<file path="config.mk">
export PLATFORM = sky130hd
export DESIGN_NAME = input_regfile_ctrl
export DESIGN_NICKNAME = d
export VERILOG_FILES = /design/src/rtl/input_regfile_ctrl.sv
export SDC_FILE = /design/constraint.sdc
export NUM_CORES = 1
export LEC_CHECK = 0
export ABC_AREA = 1
export CAP_MARGIN = 20
export CELL_PAD_IN_SITES_DETAIL_PLACEMENT = 1
export CELL_PAD_IN_SITES_GLOBAL_PLACEMENT = 1
export CORE_MARGIN = 1
export CORE_UTILIZATION = 38
export CTS_BUF_LIST = sky130_fd_sc_hd__clkbuf_8
export CTS_CLUSTER_SIZE = 25
export DETAILED_ROUTE_END_ITERATION = 12
export GPL_ROUTABILITY_DRIVEN = 0
export MAX_ROUTING_LAYER = met4
export PLACE_DENSITY = 0.74
export SLEW_MARGIN = 20
export SYNTH_ARGS = -nofsm -noshare
export SYNTH_HDL_FRONTEND = slang
export SYNTH_SLANG_ARGS = --single-unit
export TNS_END_PERCENT = 5
</file>
<file path="constraint.sdc">
create_clock -name clk_cal -period 4.5 [get_ports clk_cal]
set_input_delay 0.45 -clock clk_cal [delete_from_list [all_inputs] [get_ports clk_cal]]
set_output_delay 0.45 -clock clk_cal [all_outputs]
set_load 0.005 [all_outputs]
</file>
<file path="src/rtl/input_regfile_ctrl.sv">
// Input_Regfile sequencer: loads cfg_chunks chunks, then runs one K-tap window per weight group.
// Optional stall-cycle counter enabled by defining IRC_PERF_CNT_EN.
module input_regfile_ctrl #(
    parameter int unsigned BM        = 8,
    parameter int unsigned LANES     = 16,
    parameter int unsigned RF_DEPTH  = 256,
    parameter int unsigned DRAIN_CYC = 2
) (
    input  logic        clk_cal,
    input  logic        rst_cal_n,
    input  logic        start,
    input  logic [7:0]  cfg_K,
    input  logic [7:0]  cfg_S,
    input  logic [5:0]  cfg_chunks,
    input  logic [7:0]  cfg_groups,
    output logic        ib_req,
    input  logic        ib_vld,
    output logic [5:0]  bm_cnt,
    input  logic        wt_rdy,
    output logic        tap_vld,
    output logic [7:0]  tap_idx,
    output logic        pe_end,
    output logic        busy,
    output logic        done,
`ifdef IRC_PERF_CNT_EN
    output logic [15:0] perf_stall_cyc,
`endif
    output logic        err
);

    typedef enum logic [2:0] {
        StIdle,
        StLoad,
        StWaitWt,
        StTap,
        StDrain,
        StFin,
        StErr
    } state_e;

    state_e      state_q;
    logic [5:0]  chunk_cnt_q;
    logic [7:0]  tap_cnt_q;
    logic [7:0]  grp_cnt_q;
    logic [7:0]  drain_cnt_q;
    logic [7:0]  k_q;
    logic [5:0]  chunks_q;
    logic [7:0]  groups_q;
    logic        err_q;

    logic [12:0] win_last;
    logic [12:0] rf_bytes;
    logic [12:0] rf_last;
    logic        cfg_bad;
    logic        last_accept;

    // Last regfile byte touched by the widest lane vs. last byte actually loaded.
    assign win_last = 13'(cfg_K) - 13'd1 + 13'(LANES - 1) * 13'(cfg_S);
    assign rf_bytes = 13'(cfg_chunks) * 13'(BM);
    assign rf_last  = rf_bytes - 13'd1;

    assign cfg_bad = (cfg_K == 8'd0) || (cfg_chunks == 6'd0) || (cfg_groups == 8'd0) ||
                     (win_last > rf_last) || (rf_bytes > 13'(RF_DEPTH));

    assign last_accept = (state_q == StLoad) && ib_vld && (chunk_cnt_q == chunks_q - 6'd1);

    always_ff @(posedge clk_cal) begin
        if (!rst_cal_n) begin
            state_q     <= StIdle;
            chunk_cnt_q <= 6'd0;
            tap_cnt_q   <= 8'd0;
            grp_cnt_q   <= 8'd0;
            drain_cnt_q <= 8'd0;
            k_q         <= 8'd0;
            chunks_q    <= 6'd0;
            groups_q    <= 8'd0;
            err_q       <= 1'b0;
        end else begin
            unique case (state_q)
                StIdle: begin
                    if (start) begin
                        k_q         <= cfg_K;
                        chunks_q    <= cfg_chunks;
                        groups_q    <= cfg_groups;
                        err_q       <= cfg_bad;
                        chunk_cnt_q <= 6'd0;
                        tap_cnt_q   <= 8'd0;
                        grp_cnt_q   <= 8'd0;
                        drain_cnt_q <= 8'd0;
                        state_q     <= cfg_bad ? StErr : StLoad;
                    end
                end
                StLoad: begin
                    if (ib_vld) begin
                        chunk_cnt_q <= chunk_cnt_q + 6'd1;
                        if (last_accept) begin
                            state_q <= StWaitWt;
                        end
                    end
                end
                StWaitWt: begin
                    if (wt_rdy) begin
                        state_q <= StTap;
                    end
                end
                StTap: begin
                    // Window is atomic: no exit until all K taps are issued.
                    if (tap_cnt_q == k_q - 8'd1) begin
                        tap_cnt_q   <= 8'd0;
                        drain_cnt_q <= 8'd0;
                        state_q     <= StDrain;
                    end else begin
                        tap_cnt_q <= tap_cnt_q + 8'd1;
                    end
                end
                StDrain: begin
                    if (drain_cnt_q == 8'(DRAIN_CYC - 1)) begin
                        drain_cnt_q <= 8'd0;
                        grp_cnt_q   <= grp_cnt_q + 8'd1;
                        state_q     <= (grp_cnt_q == groups_q - 8'd1) ? StFin : StWaitWt;
                    end else begin
                        drain_cnt_q <= drain_cnt_q + 8'd1;
                    end
                end
                StFin: begin
                    state_q <= StIdle;
                end
                StErr: begin
                    state_q <= StIdle;
                end
                default: begin
                    state_q <= StIdle;
                end
            endcase
        end
    end

    // ib_req drops combinationally on the final accept so no extra chunk is requested.
    assign ib_req  = (state_q == StLoad) && !last_accept;
    assign bm_cnt  = chunk_cnt_q;
    assign tap_vld = (state_q == StTap);
    assign tap_idx = (state_q == StTap) ? tap_cnt_q : 8'd0;
    assign pe_end  = (state_q == StDrain) && (drain_cnt_q == 8'(DRAIN_CYC - 1));
    assign busy    = (state_q != StIdle);
    assign done    = (state_q == StFin) || (state_q == StErr);
    assign err     = err_q;

`ifdef IRC_PERF_CNT_EN
    logic [15:0] perf_q;

    always_ff @(posedge clk_cal) begin
        if (!rst_cal_n) begin
            perf_q <= 16'd0;
        end else if ((state_q == StIdle) && start) begin
            perf_q <= 16'd0;
        end else if ((((state_q == StWaitWt) && !wt_rdy) || ((state_q == StLoad) && !ib_vld)) &&
                     (perf_q != 16'hFFFF)) begin
            perf_q <= perf_q + 16'd1;
        end
    end

    assign perf_stall_cyc = perf_q;
`endif

endmodule

</file>
# After elaboration in Yosys (flattened, before gate mapping)
# Cells that the tools add are included.
# totals
out_inout_bits	20
inputBits	35
wordCells	84
regBits	56
# op_classes
reduce_logical	25
n_mul	1
n_eq_ne	16
order_cmp	2
mux	21
n_addsub	10
# op_table
cell	count
2-to-1 mux 8 bit	6
one-hot mux 8 bit (2 select lines)	2
adder 8 x 1 -> 8 bit, second input constant	3
2-to-1 mux 3 bit	8
one-hot mux 8 bit (3 select lines)	1
equality test 8 bit	2
zero test 8 bit	2
subtractor 8 x 1 -> 8 bit, second input constant	2
one-hot mux 3 bit (5 select lines)	1
adder 13 x 12 -> 13 bit	1
greater-than comparator 13 bit	1
multiplier 4 x 8 -> 12 bit, first input constant	1
2-to-1 mux 6 bit	2
one-hot mux 6 bit (2 select lines)	1
!= test 2 bit, second input constant	5
subtractor 9 x 1 -> 10 bit, second input constant	1
equality test 3 bit, second input constant	3
greater-than comparator 9 bit, second input constant	1
AND reduction 3 bit	3
subtractor 8 x 1 -> 9 bit, second input constant	1
equality test 8 x 1 -> 1 bit, second input constant	1
adder 6 x 1 -> 6 bit, second input constant	1
equality test 3 x 2 -> 1 bit, second input constant	2
equality test 6 bit	1
12 further kinds	23

# Logic depth before layout (Yosys ltp)
# depth
word_depth	8
ltp_mapped	31
mapped_depth_nobuf	31

# Least setup slack after synthesis
# OpenSTA, ideal clock, no wires.
# synth_timing
kind	input -> register
startpoint	input port cfg_S[2]
endpoint	register state_q[2]
setup_time_ns	0.128
arrival_ns	4.443
path_slack_ns	-0.071
path_buffers	0
stages	26
required_time_ns	4.372
cell_sequence	inv_1 fa_1 inv_1 fa_1 inv_1 fa_1 inv_1 ha_1 a21oi_1 a21boi_1 o21ai_0 a31oi_1 xor2_1 inv_1 ha_1 nand2_1 nor2_1 nand4_1 nand2_1 nand2_1 nand2_1 nand2_1 nor2_1 nor2_1 nor2_1 nor2_1
# synth_via
elab_chain_len	8
# synth_rtl
element	line	text
start, declared	13	input logic [7:0] cfg_S,
multiplier 4 x 8 -> 12 bit	58	assign win_last = 13'(cfg_K) - 13'd1 + 13'(LANES - 1) * 13'(cfg_S);
adder 13 x 12 -> 13 bit	58	
greater-than comparator 13 bit	63	(win_last > rf_last) || (rf_bytes > 13'(RF_DEPTH));
logical OR 1 bit	62	assign cfg_bad = (cfg_K == 8'd0) || (cfg_chunks == 6'd0) || (cfg_groups == 8'd0) ||
logical OR 1 bit	63	
2-to-1 mux 3 bit	90	state_q <= cfg_bad ? StErr : StLoad;
2-to-1 mux 3 bit	81	if (start) begin
one-hot mux 3 bit (5 select lines)	79	unique case (state_q)
end signal, assigned	69	state_q <= StIdle;
end signal, assigned	90	
end signal, assigned	97	state_q <= StWaitWt;
end, declared	41	state_e state_q;
# No other way between the ends. The select of a mux whose other input is x is not followed.
# A chain may end at the register's enable or synchronous reset.

# Worst setup path in the final report
# Ends and elaborated chain as after synthesis.

==> qor.csv <==
stage,metric,value,unit
outcome,status,"finished, violations left",
outcome,failing checks,setup timing,
power,Net Sw Frac,48.3,%
floorplan,die area,0.0141,sq mm
routing,DRC violations left,0,
critical_path,Startpoint Class,input port,
floorplan,I/O Pins,55,
global_routing,gr ovfl total,0,
placed_design,Setup WS pre-CTS,-1.05,ns
floorplan,Cell Rows,42,
global_routing,largest net degree at the start of global routing,30,
timing,RSZ-0062 raised after global routing,true,
timing,Slew Limit Fails,0,
logic_synthesis,count of cell types in the netlist,41,
clock_tree,worst-skew pair later-pin latency,0.34,ns
floorplan,Core ar.,0.0132,sq mm
routing,Vias/cell,4.92,
logic_synthesis,Synth area leaders,"dfxtp_1, inv_1, ha_1",
layout,Fillers,1748,
placed_design,Placed Area,0.00630,sq mm
power,P_int,0.00164,W
logic_synthesis,Mapped Nets,861,
timing,Rel. slew slack,51.8,%
placed_design,detailed placer's ending HPWL,12.1,mm
timing,setup total negative slack,-0.215,ns
routing,WL/cell,14.5,um
critical_path,Setup crit end kind,flip-flop,
power,Net Switching,0.00153,W
routing,DR vias,5165,
routing,DRT antenna net count,0,
power,cell leakage power,3.15,nW
critical_path,Setup CP Type,input port to flip-flop,
floorplan,starting density of the core,39.1,%
timing,Worst-Margin Slew,0.722,ns
placed_design,PortBufs,54,
critical_path,crit path DAT,4.81,ns
floorplan,width of the die,119,um
logic_synthesis,"area leader, netlist",dfxtp_1,
logic_synthesis,sequential share of the synthesized area,21.7,%
critical_path,worst r2r path cells,9,
timing,post-route setup slack,-0.0927,ns
layout,n_diodes,0,
timing,Max Fclk,218,MHz
critical_path,Critical Path RT,4.72,ns
clock_tree,CTS H-Tree Depth,2,
global_routing,first-pass GRT wire length,26.1,mm
logic_synthesis,Synth top area share,21.7,%
timing,Tcrit/Tclk final,102,%
power,clock network power share,9.3,%
clock_tree,clk buf depth,2,
timing,final setup vio count,3,
global_routing,total track usage,23.6,%
clock_tree,clock sinks,56,
routing,drt first pass iters,5,
logic_synthesis,Syn Inst Count,762,
logic_synthesis,Yosys Warn Count,0,
floorplan,Die Y,119,um
clock_tree,CTS tree,done,
clock_tree,Worst-path clk slew,0.11,ns
layout,Layout Nets,972,
power,Sequential Power Share,21.1,%
power,VDD IR max,0.171,mV
clock_tree,Clk Tree Root Cell,clkbuf_8,
logic_synthesis,Mapped Avg Cell Area,6.79,sq um
global_routing,antenna violations before repair,0,
layout,area grow syn2layout,27.6,%
global_routing,vias in the first global route,5821,
critical_path,Worst Path Max Fanout,3,
worst_hold_path,hold path depth,2,
logic_synthesis,mapped cell area,0.00517,sq mm
timing,Tmin final,4.59,ns
worst_hold_path,Hold Path Class,flip-flop to flip-flop,
flow_run,max cap viols,0,
timing,final hold vios,0,
routing,drt total wl,15.3,mm
logic_synthesis,Seq cells post-synth,56,
power,PwrDens,479,mW/mm^2
power,Comb pwr share,69.6,%
layout,layout cells sized above 1,17.5,%
timing,final clock skew,0.0142,ns
routing,DR iter-0 viols,227,
clock_tree,CTS buffer count,5,
layout,cell area after layout,0.00660,sq mm
-- logic make-up (layout without fill, tap and decap cells) --
family	after synthesis	count (layout)	synth area share [%]
AND/OR/NAND/NOR	324	324	29.0
flip-flops	56	56	21.7
adder cells (fa/ha/maj)	64	64	18.7
AO/OA/AOI/OAI	109	109	11.1
buffers and inverters	166	278	12.3
XOR/XNOR	43	43	7.28
-- stage by stage --
stage | util, % | hold WS, ns | power, W | std cells
6_report | 49.8 | 0.504 | 0.00316 | 1050
3_5_place_dp | 47.6 | 0.487 | 0.00262 | 1031
4_1_cts | 49.7 | 0.504 | 0.00314 | 1049
2_1_floorplan | - | 0.448 | 0.00196 | 762
5_1_grt | 49.8 | 0.528 | 0.00348 | 1050
3_3_place_gp | 47.6 | 0.467 | 0.00250 | 1031
-- cells in the final DEF (no fill, tap or decap), types with 6 or more instances in the layout --
master and count:
a21oi_1 51, o21ai_1 14, or2_2 8, buf_4 60, dfxtp_1 56, xor2_1 28
ha_4 6, nor2_1 86, o21ai_0 25, nand3_1 45, nand4_1 8, nor3_1 11
xnor2_1 13, inv_2 22, inv_1 130, clkdlybuf4s50_1 47, nand2_2 8, fa_1 22
ha_1 36, nand2_1 132
-- power groups by stage --
| stage | combinational, W | sequential (W) | clock [W] |
|---|---|---|---|
| 3_3_place_gp | 0.00183 | 0.000675 | 0 |
| 4_1_cts | 0.00216 | 0.000666 | 0.000310 |
| 6_report | 0.00220 | 0.000667 | 0.000294 |
| 2_1_floorplan | 0.00131 | 0.000652 | 0 |
| 3_5_place_dp | 0.00194 | 0.000676 | 0 |
| 5_1_grt | 0.00247 | 0.000679 | 0.000330 |
-- state kept, by name, indices dropped and copies added (netlist names) --
register / flops
bm_cnt: 6
grp_cnt_q: 8
drain_cnt_q: 8
state_q: 3
k_q: 8
chunks_q: 6
groups_q: 8
tap_cnt_q: 8
err: 1
-- cell usage after synthesis (all sizes together) --
| library cell | number |
|---|---|
| and3 | 2 |
| fa | 22 |
| nor4 | 1 |
| dfxtp | 56 |
| o22ai | 3 |
| a21boi | 1 |
| nand4 | 9 |
| nor2 | 96 |
| and2 | 1 |
| a31o | 1 |
| a31oi | 1 |
| inv | 155 |
| a21oi | 55 |
| ha | 42 |
| nor3b | 2 |
| nand3 | 50 |
| nand3b | 1 |
| o31ai | 1 |
| nor3 | 11 |
| or2 | 9 |
| xor2 | 29 |
| a21o | 1 |
| buf | 6 |
| xnor2 | 14 |
| o21ai | 42 |
| a211oi | 2 |
| o21bai | 2 |
| clkbuf | 5 |
| nand2 | 142 |
-- per-layer routing --
layer  GRT usage (%)  up-vias  share of wire [%]
li1                -     2601                  -
met1            24.5     2452                 43
met2            44.3       73                 52
met3            4.05       39                2.2
met4            8.70        0                2.8
met5               -        -                  0
-- final cells by class --
cell class,count,area [sq um],area share [%]
clock buffers,5,68.8,1.04
inverters,155,592,8.97
well taps,176,220,3.34
clock inverters,3,20.0,0.303
multi-input cells,540,3580,54.3
flip-flops and latches,56,1120,17.0
repair buffers,115,993,15.1
-- worst max-delay path, stage by stage --
cell      delay [ns]
buf_8           0.10
buf_6           0.11
fa_1            0.51
fa_1            0.55
inv_1           0.05
fa_1            0.50
inv_2           0.05
ha_4            0.22
buf_4           0.13
nand3_1         0.08
nand2_1         0.10
a21boi_2        0.19
o21ai_2         0.08
a31oi_1         0.21
xor2_1          0.16
inv_1           0.08
ha_4            0.28
nand2_2         0.07
nor2_4          0.12
nand4_1         0.15
nand2_2         0.15
nand2_2         0.07
nand2_2         0.07
nand2_1         0.05
nor2_1          0.10
nor2_1          0.05
nor2_1          0.08
nor2_1          0.05
-- final timing paths --
check                                start                        end  slack, ns
hold reg to reg   chunks_q[4]$_SDFFE_PN0P_   chunks_q[4]$_SDFFE_PN0P_       0.50
setup reg to reg   state_q[1]$_SDFFE_PN0P_  tap_cnt_q[0]$_SDFFE_PN0P_       2.24
hold / removal    chunks_q[4]$_SDFFE_PN0P_   chunks_q[4]$_SDFFE_PN0P_       0.50
setup / recovery                  cfg_S[2]    state_q[2]$_SDFFE_PN0P_      -0.09
-- timing repair --
item | CTS | global route
resized for setup | 65 | 6
setup endpoints to repair | 4 | 4
setup buffers | 10 | 1
pin swaps | 43 | 21
hold buffers | 0 | 0
No activity file was read; power rests on OpenSTA's default activity.
